## src/rtl/ddr3_rdlvl_ctrl.sv

```systemverilog
`default_nettype none
// ============================================================================
// Module   : ddr3_rdlvl_ctrl
// Purpose  : DDR3 read-levelling controller. It sweeps the eight IDES4
//            word-alignment shifts. For each shift it waits for the capture
//            path to settle, then issues TRIES calibration reads. Every BL8
//            burst that comes back is compared against PATTERN. At the end it
//            reports a per-shift pass mask and drives the chosen shift to the
//            capture mux.
// Ports    : clock/reset_n       - PCLK and async active-low reset
//            start               - one-cycle request for a calibration run
//            busy/done/fail      - run status (fail is qualified by done)
//            shift_sel           - capture shift driven to the IOB mux
//            pass_mask           - bit s set when shift s passed
//            rd_req/rd_ack       - calibration read handshake
//            rd_valid/rd_data    - captured words, Q1 in the upper half
// Config   : RDLVL_CENTRE_EN - when defined, the chosen shift is the centre
//            of the longest run of passing shifts. When undefined, it is the
//            lowest passing shift.
// Revision : 1.0 - initial release
// ============================================================================
module ddr3_rdlvl_ctrl #(
    parameter int         WIDTH   = 16,
    parameter logic [7:0] PATTERN = 8'h1B,
    parameter int         TRIES   = 2,
    parameter int         SETTLE  = 4,
    parameter int         TIMEOUT = 64
) (
    input  logic               clock,
    input  logic               reset_n,
    input  logic               start,
    output logic               busy,
    output logic               done,
    output logic               fail,
    output logic [2:0]         shift_sel,
    output logic [7:0]         pass_mask,
    output logic               rd_req,
    input  logic               rd_ack,
    input  logic               rd_valid,
    input  logic [2*WIDTH-1:0] rd_data
);

    localparam int TMO_W = $clog2(TIMEOUT);
    localparam int TRY_W = $clog2(TRIES + 1);
    localparam int SET_W = $clog2(SETTLE + 1);

    localparam logic [2:0] S_IDLE  = 3'd0;
    localparam logic [2:0] S_SETUP = 3'd1;
    localparam logic [2:0] S_REQ   = 3'd2;
    localparam logic [2:0] S_WAIT  = 3'd3;
    localparam logic [2:0] S_NEXT  = 3'd4;
    localparam logic [2:0] S_DONE  = 3'd5;

    logic [2:0]       state_q, state_d;
    logic [2:0]       shift_q, shift_d;
    logic [7:0]       pass_q,  pass_d;
    logic             done_q,  done_d;
    logic             fail_q,  fail_d;
    logic             tfail_q, tfail_d;
    logic [1:0]       word_q,  word_d;
    logic [TMO_W-1:0] tmo_q,   tmo_d;
    logic [TRY_W-1:0] tries_q, tries_d;
    logic [SET_W-1:0] settle_q, settle_d;
`ifdef RDLVL_CENTRE_EN
    logic             last_q,  last_d;   // second NEXT cycle for shift 7
`endif

    // Word k of the burst: beat 2k+1 in the upper half, beat 2k in the lower half.
    function automatic logic [2*WIDTH-1:0] exp_word(input logic [1:0] k);
        logic b_hi;
        logic b_lo;
        b_hi = PATTERN[{k, 1'b1}];
        b_lo = PATTERN[{k, 1'b0}];
        return {{WIDTH{b_hi}}, {WIDTH{b_lo}}};
    endfunction

`ifdef RDLVL_CENTRE_EN
    // The update fires only when a run becomes strictly longer, so the lower
    // of two equal-length runs is kept.
    function automatic logic [2:0] centre_of(input logic [7:0] m);
        logic [3:0] run_len;
        logic [3:0] best_len;
        logic [2:0] run_start;
        logic [2:0] best_start;
        run_len    = 4'd0;
        best_len   = 4'd0;
        run_start  = 3'd0;
        best_start = 3'd0;
        for (int i = 0; i < 8; i++) begin
            if (m[i]) begin
                if (run_len == 4'd0) run_start = 3'(i);
                run_len = run_len + 4'd1;
                if (run_len > best_len) begin
                    best_len   = run_len;
                    best_start = run_start;
                end
            end else begin
                run_len = 4'd0;
            end
        end
        return best_start + 3'((best_len - 4'd1) >> 1);
    endfunction
`else
    function automatic logic [2:0] lowest_set(input logic [7:0] m);
        logic [2:0] r;
        r = 3'd0;
        for (int i = 7; i >= 0; i--) begin
            if (m[i]) r = 3'(i);
        end
        return r;
    endfunction
`endif

    always_comb begin
        state_d  = state_q;
        shift_d  = shift_q;
        pass_d   = pass_q;
        done_d   = done_q;
        fail_d   = fail_q;
        tfail_d  = tfail_q;
        word_d   = word_q;
        tmo_d    = tmo_q;
        tries_d  = tries_q;
        settle_d = settle_q;
`ifdef RDLVL_CENTRE_EN
        last_d   = last_q;
`endif
        case (state_q)
            S_IDLE, S_DONE: begin
                if (start) begin
                    pass_d   = 8'd0;
                    done_d   = 1'b0;
                    fail_d   = 1'b0;
                    shift_d  = 3'd0;
                    tfail_d  = 1'b0;
                    tries_d  = TRY_W'(TRIES);
                    settle_d = '0;
`ifdef RDLVL_CENTRE_EN
                    last_d   = 1'b0;
`endif
                    state_d  = S_SETUP;
                end
            end
            S_SETUP: begin
                if (settle_q == SET_W'(SETTLE - 1)) state_d = S_REQ;
                else settle_d = settle_q + SET_W'(1);
            end
            S_REQ: begin
                if (rd_ack) begin
                    word_d  = 2'd0;
                    tmo_d   = '0;
                    state_d = S_WAIT;
                end
            end
            S_WAIT: begin
                if (rd_valid && (rd_data != exp_word(word_q))) tfail_d = 1'b1;
                // Word 3 arriving on the last timeout cycle still completes the read.
                if (rd_valid && (word_q == 2'd3)) begin
                    tries_d = tries_q - TRY_W'(1);
                    state_d = (tries_d != '0) ? S_REQ : S_NEXT;
                end else begin
                    if (rd_valid) word_d = word_q + 2'd1;
                    if (tmo_q == TMO_W'(TIMEOUT - 1)) begin
                        tfail_d = 1'b1;
                        state_d = S_NEXT;
                    end else begin
                        tmo_d = tmo_q + TMO_W'(1);
                    end
                end
            end
            S_NEXT: begin
                pass_d[shift_q] = ~tfail_q;
                if (shift_q != 3'd7) begin
                    shift_d  = shift_q + 3'd1;
                    tfail_d  = 1'b0;
                    tries_d  = TRY_W'(TRIES);
                    settle_d = '0;
                    state_d  = S_SETUP;
                end else begin
`ifdef RDLVL_CENTRE_EN
                    // First pass commits bit 7; the centre is chosen from the
                    // registered mask on the following cycle.
                    if (!last_q) begin
                        last_d = 1'b1;
                    end else begin
                        last_d  = 1'b0;
                        done_d  = 1'b1;
                        fail_d  = (pass_q == 8'd0);
                        shift_d = (pass_q == 8'd0) ? 3'd0 : centre_of(pass_q);
                        state_d = S_DONE;
                    end
`else
                    done_d  = 1'b1;
                    fail_d  = (pass_d == 8'd0);
                    shift_d = lowest_set(pass_d);
                    state_d = S_DONE;
`endif
                end
            end
            default: state_d = S_IDLE;
        endcase
    end

    always_ff @(posedge clock or negedge reset_n) begin
        if (!reset_n) begin
            state_q  <= S_IDLE;
            shift_q  <= 3'd0;
            pass_q   <= 8'd0;
            done_q   <= 1'b0;
            fail_q   <= 1'b0;
            tfail_q  <= 1'b0;
            word_q   <= 2'd0;
            tmo_q    <= '0;
            tries_q  <= '0;
            settle_q <= '0;
`ifdef RDLVL_CENTRE_EN
            last_q   <= 1'b0;
`endif
        end else begin
            state_q  <= state_d;
            shift_q  <= shift_d;
            pass_q   <= pass_d;
            done_q   <= done_d;
            fail_q   <= fail_d;
            tfail_q  <= tfail_d;
            word_q   <= word_d;
            tmo_q    <= tmo_d;
            tries_q  <= tries_d;
            settle_q <= settle_d;
`ifdef RDLVL_CENTRE_EN
            last_q   <= last_d;
`endif
        end
    end

    // Decoded straight from the state flop so that reset clears rd_req immediately.
    assign rd_req    = (state_q == S_REQ);
    assign busy      = (state_q != S_IDLE) && (state_q != S_DONE);
    assign done      = done_q;
    assign fail      = fail_q;
    assign shift_sel = shift_q;
    assign pass_mask = pass_q;

endmodule
`default_nettype wire

```

## config.mk

```make
export PLATFORM = sky130hd
export DESIGN_NAME = ddr3_rdlvl_ctrl
export DESIGN_NICKNAME = d
export VERILOG_FILES = /design/src/rtl/ddr3_rdlvl_ctrl.sv
export SDC_FILE = /design/constraint.sdc
export NUM_CORES = 1
export LEC_CHECK = 0
export CORE_MARGIN = 2
export CORE_UTILIZATION = 45
export CTS_BUF_LIST = sky130_fd_sc_hd__clkbuf_16
export CTS_CLUSTER_DIAMETER = 40
export DETAILED_ROUTE_END_ITERATION = 12
export PLACE_DENSITY = 0.77
export RECOVER_POWER = 25
export SETUP_SLACK_MARGIN = 0.4
export SYNTH_ARGS = -nofsm -noshare
export SYNTH_HDL_FRONTEND = slang
export SYNTH_SLANG_ARGS = --single-unit
export TNS_END_PERCENT = 1
```

## constraint.sdc

```tcl
create_clock -name clock -period 1.6 [get_ports clock]
set_input_delay 0.48 -clock clock [delete_from_list [all_inputs] [get_ports clock]]
set_output_delay 0.48 -clock clock [all_outputs]
set_load 0.03 [all_outputs]
```

* After elaboration in Yosys (flattened, before gate mapping)
Cells that the tools add are included.
Storage, ports and cells: memory bits (writable) 0, output and inout port bits 15, bits in registers 30, memory bits (read-only) 0, memories kept 0, bits in latches 0, logic and storage cells 116
Operators by class: shift operators 0, magnitude comparators 4, reductions and logical operators 21, equality and inequality tests 22, div/mod/pow operators 0, mux-type cells 53, $mul 0, add/sub/neg operators 5, bitwise operators 1
Operators by type and width (count):
- two-way mux 3 bit | 19
- != test 32 bit | 1
- AND reduction 4 bit | 5
- two-way mux 6 bit | 3
- != test 2 bit, second input constant | 9
- case mux 8 bit (2 select lines) | 1
- case mux 3 bit (5 select lines) | 1
- less-than comparator 3 x 4 -> 1 bit, second input constant | 3
- two-way mux 2 bit | 6
- case mux 6 bit (2 select lines) | 1
- two-way mux 1 bit | 10
- == test 3 x 2 -> 1 bit, second input constant | 3
- != test 3 bit, second input constant | 3
- case mux 3 bit (3 select lines) | 1
- nonzero test 3 bit | 3
- bitwise mux 8 bit | 1
- logical NOT 8 bit | 1
- two-way mux 8 bit | 1
- adder 3 x 1 -> 3 bit, second input constant | 2
- adder 6 x 1 -> 6 bit, second input constant | 1
- == test 3 bit, second input constant | 2
- == test 6 bit, second input constant | 1
- case mux 2 bit (3 select lines) | 1
- case mux 3 bit (2 select lines) | 1
- 18 further kinds | 26

* Depth between registers and ports, before layout
depth after elaboration 15, gate-level depth with buffers 7, mapped depth without buffers 7

* Least setup slack after synthesis
OpenSTA, ideal clock, no wires.
path kind reg-to-reg, start point register state_q[2], end point register state_q[2], arrival 1.934 ns, cell stages (with the launch flop) 6, path buffers 1, setup time 0.151 ns, clock period less this slack 2.085 ns, path slack -0.485 ns, cells stage by stage dfrtp_1 > clkbuf_1 > nor3b_1 > a21oi_1 > a21oi_1 > a41oi_1
RTL lines:
- start, declared | RTL line 54 | logic [2:0] state_q, state_d;
- start signal, assigned | RTL line 220 | state_q <= state_d;
- == test 3 x 2 -> 1 bit (*)
- net rd_req | RTL line 37 | output logic rd_req,
- != test 2 x 1 -> 1 bit (no line)
- AND reduction 4 bit (no line)
Mark *: on every way through the listed nets, which the timed path passes. The rest lies on a longest branch. A chain may end at the register's enable or synchronous reset.

* Final worst setup path
start point register shift_q[1] (netlist: shift_sel[1]), end point register fail_q (netlist: fail)
On the way: word-level cells in the longest chain between the ends 8
Ends and longest elaborated chain:
- start, declared | RTL line 55 | logic [2:0] shift_q, shift_d;
- start signal, assigned | RTL line 221 | shift_q <= shift_d;
- less-than comparator 3 x 4 -> 1 bit (implied by the code) / >= comparator 3 x 1 -> 1 bit (equally long branches) | RTL line 172 | pass_d[shift_q] = ~tfail_q;
- logical AND 1 bit (implied by the code) | RTL line 172
- two-way mux 1 bit (implied by the code) | RTL line 172
- demux 1 bit (select 3 bit) | RTL line 172
- bitwise mux 8 bit | RTL line 172
- logical NOT 8 bit | RTL line 194 | fail_d = (pass_d == 8'd0);
- two-way mux 1 bit | RTL line 173 | if (shift_q != 3'd7) begin
- case mux 1 bit (2 select lines) | RTL line 128 | case (state_q)
- end signal, assigned | RTL line 224 | fail_q <= fail_d;
- end, declared | RTL line 58 | logic fail_q, fail_d;
Parallel ways exist; a longest one is shown, timed or not. The select of a mux whose other input is x is not followed.

==> flow_metrics.env <==
export IMPL_drc_errors=0
export IMPL_cts_max_path_buffers=2
export IMPL_drt_first_pass_iters=4
export IMPL_path_cells="buf_4, nor3b_2, mux2i_1, buf_4, nor2_2, nand2_2, o41ai_2"
export IMPL_clock_skew_ps=4.84
export IMPL_async_flop_share=1.00
export IMPL_maxSlewViolCount=0
export IMPL_cpPeakStageDelay_ps=460
export IMPL_fmax_ghz=0.561
export IMPL_die_h_um=72.4
export IMPL_grt_max_degree=31
export IMPL_vias=2468
export IMPL_ys_warn_count=0
export IMPL_p_total_w=0.00500
export IMPL_htreeDepth=2
export IMPL_ys_seq_area_frac=0.356
export IMPL_die_w_um=72.4
export IMPL_dieArea_sq_mm=0.00525
export IMPL_violations="negative setup slack"
export IMPL_final_area_sq_mm=0.00349
export IMPL_synth_nets=294
export IMPL_syn_to_final_growth_pct=65.6
export IMPL_io_pins=52
export IMPL_clk_insertion_delay_late_ps=270
export IMPL_relSlewSlack=0.486
export IMPL_setup_slack_ps=-182
export IMPL_status="finished, violations left"
export IMPL_wl_per_cell_um=17.6
export IMPL_finalHoldViolations=0
export IMPL_worstMarginPinSlew_ps=772
export IMPL_finalCritPeriodShare=1.11
export IMPL_n_antenna_cell=0
export IMPL_coreArea_sq_mm=0.00444
export IMPL_crit_path_start_kind="register"
export IMPL_worst_path_most_repeated_cell="buf_4"
export IMPL_portBuffers=51
export IMPL_rsz0062_at_grt="yes"
export IMPL_arrival_ps=1960
export IMPL_ys_flop_type="dfrtp_1"
export IMPL_grt_overflow_total=0
export IMPL_worstSetupPathType="register to register"
export IMPL_cp_slowest_cell="dfrtp_2"
export IMPL_power_density_mw_per_mm2=1430
export IMPL_leakage_nw=1.61
export IMPL_viasPerCell=5.96
export IMPL_period_minus_slack_ps=1780
export IMPL_endpoint_kind="register"
export IMPL_num_rows=24
export IMPL_grt_usage=0.254
export IMPL_numCtsBuffers=5
export IMPL_synth_cell_types=55
export IMPL_cts_tree="built"
export IMPL_num_nets_final=407
export IMPL_synth_area_per_cell_sq_um=8.50
export IMPL_antenna_found_initial=0
export IMPL_cp_max_fo=5
export IMPL_grt_pass1_wl_um=10600
export IMPL_ant_nets=0
export IMPL_syn_area_sq_mm=0.00211
export IMPL_ys_ff_latch=30
export IMPL_min_path_type="register to register"
export IMPL_grt_pass1_vias=2353
export IMPL_clock_root_buffer="clkbuf_16"
export IMPL_vdd_drop_max_mv=1.22
export IMPL_crit_required_ps=1770
export IMPL_cap_violations=0
export IMPL_path_clk_slew_ps=50
export IMPL_routed_wirelength_um=7290
export IMPL_dp_hpwl_um=4430
export IMPL_synth_cells=248
export IMPL_initial_core_util=0.474
export IMPL_globalplace_congestion=0.869
export IMPL_setup_viol=13
export IMPL_numClockSinks=30
export IMPL_drive_gt1_frac=0.395
export IMPL_placed_cell_area_sq_mm=0.00302
export IMPL_synth_edf_count=0
export IMPL_drt_iter0_drc=235
[synth_stat cells (all sizes together), types with 4 or more instances]
master / number / area [sq um]
a22o: 4 / 35.0
nor2: 16 / 60.1
a21oi: 12 / 60.1
nor2b: 4 / 25.0
nand3b: 4 / 33.8
dfrtp: 30 / 751
nand4: 10 / 62.6
nand3: 6 / 30.0
o31ai: 5 / 37.5
inv: 11 / 41.3
nand2: 31 / 116
o21ai: 22 / 110
clkbuf: 6 / 22.5
buf: 6 / 31.3
nor4: 7 / 43.8
mux2i: 5 / 50.1
ha: 9 / 113
nand2b: 7 / 43.8
nor3: 5 / 30.0
xor2: 4 / 35.0
[cell families (layout without fill, tap and decap cells)]
| logic type | count (synthesis) | after routing | synth area share |
|---|---|---|---|
| simple gates | 108 | 108 | 0.277 |
| compound gates | 68 | 68 | 0.223 |
| flops | 30 | 30 | 0.356 |
| buf+inv | 23 | 137 | 0.0451 |
| fa+ha+maj | 9 | 9 | 0.0534 |
| mux | 6 | 6 | 0.0291 |
| xor+xnor | 4 | 4 | 0.0166 |
[where the power goes]
group          total, W  internal (W)  switching (W)
Clock          0.000874      0.000558       0.000317
Combinational   0.00297       0.00149        0.00148
Sequential      0.00115      0.000947       0.000207
Total           0.00500       0.00300        0.00201
[cell usage in the layout (no fill, tap or decap), types with 3 or more instances in the layout]
cell type,count
buf_4,59
nand2_2,3
nand2_1,28
nand3b_1,3
dfrtp_2,7
a31oi_1,3
nand2b_4,4
a21oi_1,11
clkdlybuf4s50_1,9
o21ai_0,12
inv_1,14
nand2b_1,3
nor2_1,14
dlygate4sd2_1,22
dfrtp_1,23
o21ai_1,8
nor4_2,4
nand4_1,10
clkbuf_16,5
nand3_1,6
mux2i_1,5
buf_6,23
a22o_1,4
o31ai_1,4
nor3_1,3
nor4_1,3
ha_1,5
xor2_1,4
[area by class of cell]
type	instances	area, sq um
Multi-Input combinational cell	195	1470
Timing Repair Buffer	118	1020
Fill cell	283	953
Sequential cell	30	759
Clock buffer	5	125
Tap cell	52	65.1
Inverter	11	41.3
Clock inverter	3	11.3
[worst max-delay path, delay by kind of cell, from the launching register on]
kind	cells	cell delay [ps]
AND/OR/NAND/NOR	3	450
multiplexers	1	160
buffers and inverters	2	330
flip-flops	1	460
AO/OA/AOI/OAI	1	280
[sequential cells by signal, indices dropped and copies added, names as in the netlist]
signal and cells:
state_q 3, word_q 2, tfail_q 1, tmo_q 6, pass_mask 8, tries_q 2
done 1, settle_q 3, shift_sel 3, fail 1
[per-layer routing]
metal,wire (um),GRT usage,share of wire,vias to the layer above
met2,4100,0.463,0.56,69
li1,-,-,-,1148
met1,2770,0.299,0.38,1232
met5,0,0,0,-
met3,224,0.0444,0.031,19
met4,191,0.0905,0.026,0
[through the flow]
step	setup WS (ps)	instances	setup TNS [ps]	hold slack, ps	util
final	-182	414	-1110	477	0.785
after floorplan	-101	248	-451	184	-
after CTS	-89.9	406	-461	482	0.746
after detailed placement	-622	391	-9220	471	0.680
after global placement	-581	391	-8430	467	0.680
after global routing	-289	414	-2590	548	0.785
[path summary, 6_finish.rpt]
kind	startpoint	endpoint	slack [ps]	cells past startpoint
worst min-delay path	settle_q[2]	settle_q[2]	480	2
worst max-delay path	shift_sel[1]	fail	-180	7
worst min register to register	settle_q[2]	settle_q[2]	480	2
min in group asynchronous	reset_n	pass_mask[7]	820	2
worst max register to register	shift_sel[1]	fail	-180	7
max in group asynchronous	reset_n	state_q[1]	230	2
[what timing repair did]
action / in CTS / in global routing
hold buffers: 0 / 0
buffers inserted: 7 / 8
resized for setup: 118 / 37
endpoints found under the hold margin: 0 / 0
pin swaps: 26 / 14
setup endpoints to repair: 45 / 45
Power figures use the tool's default switching activity.
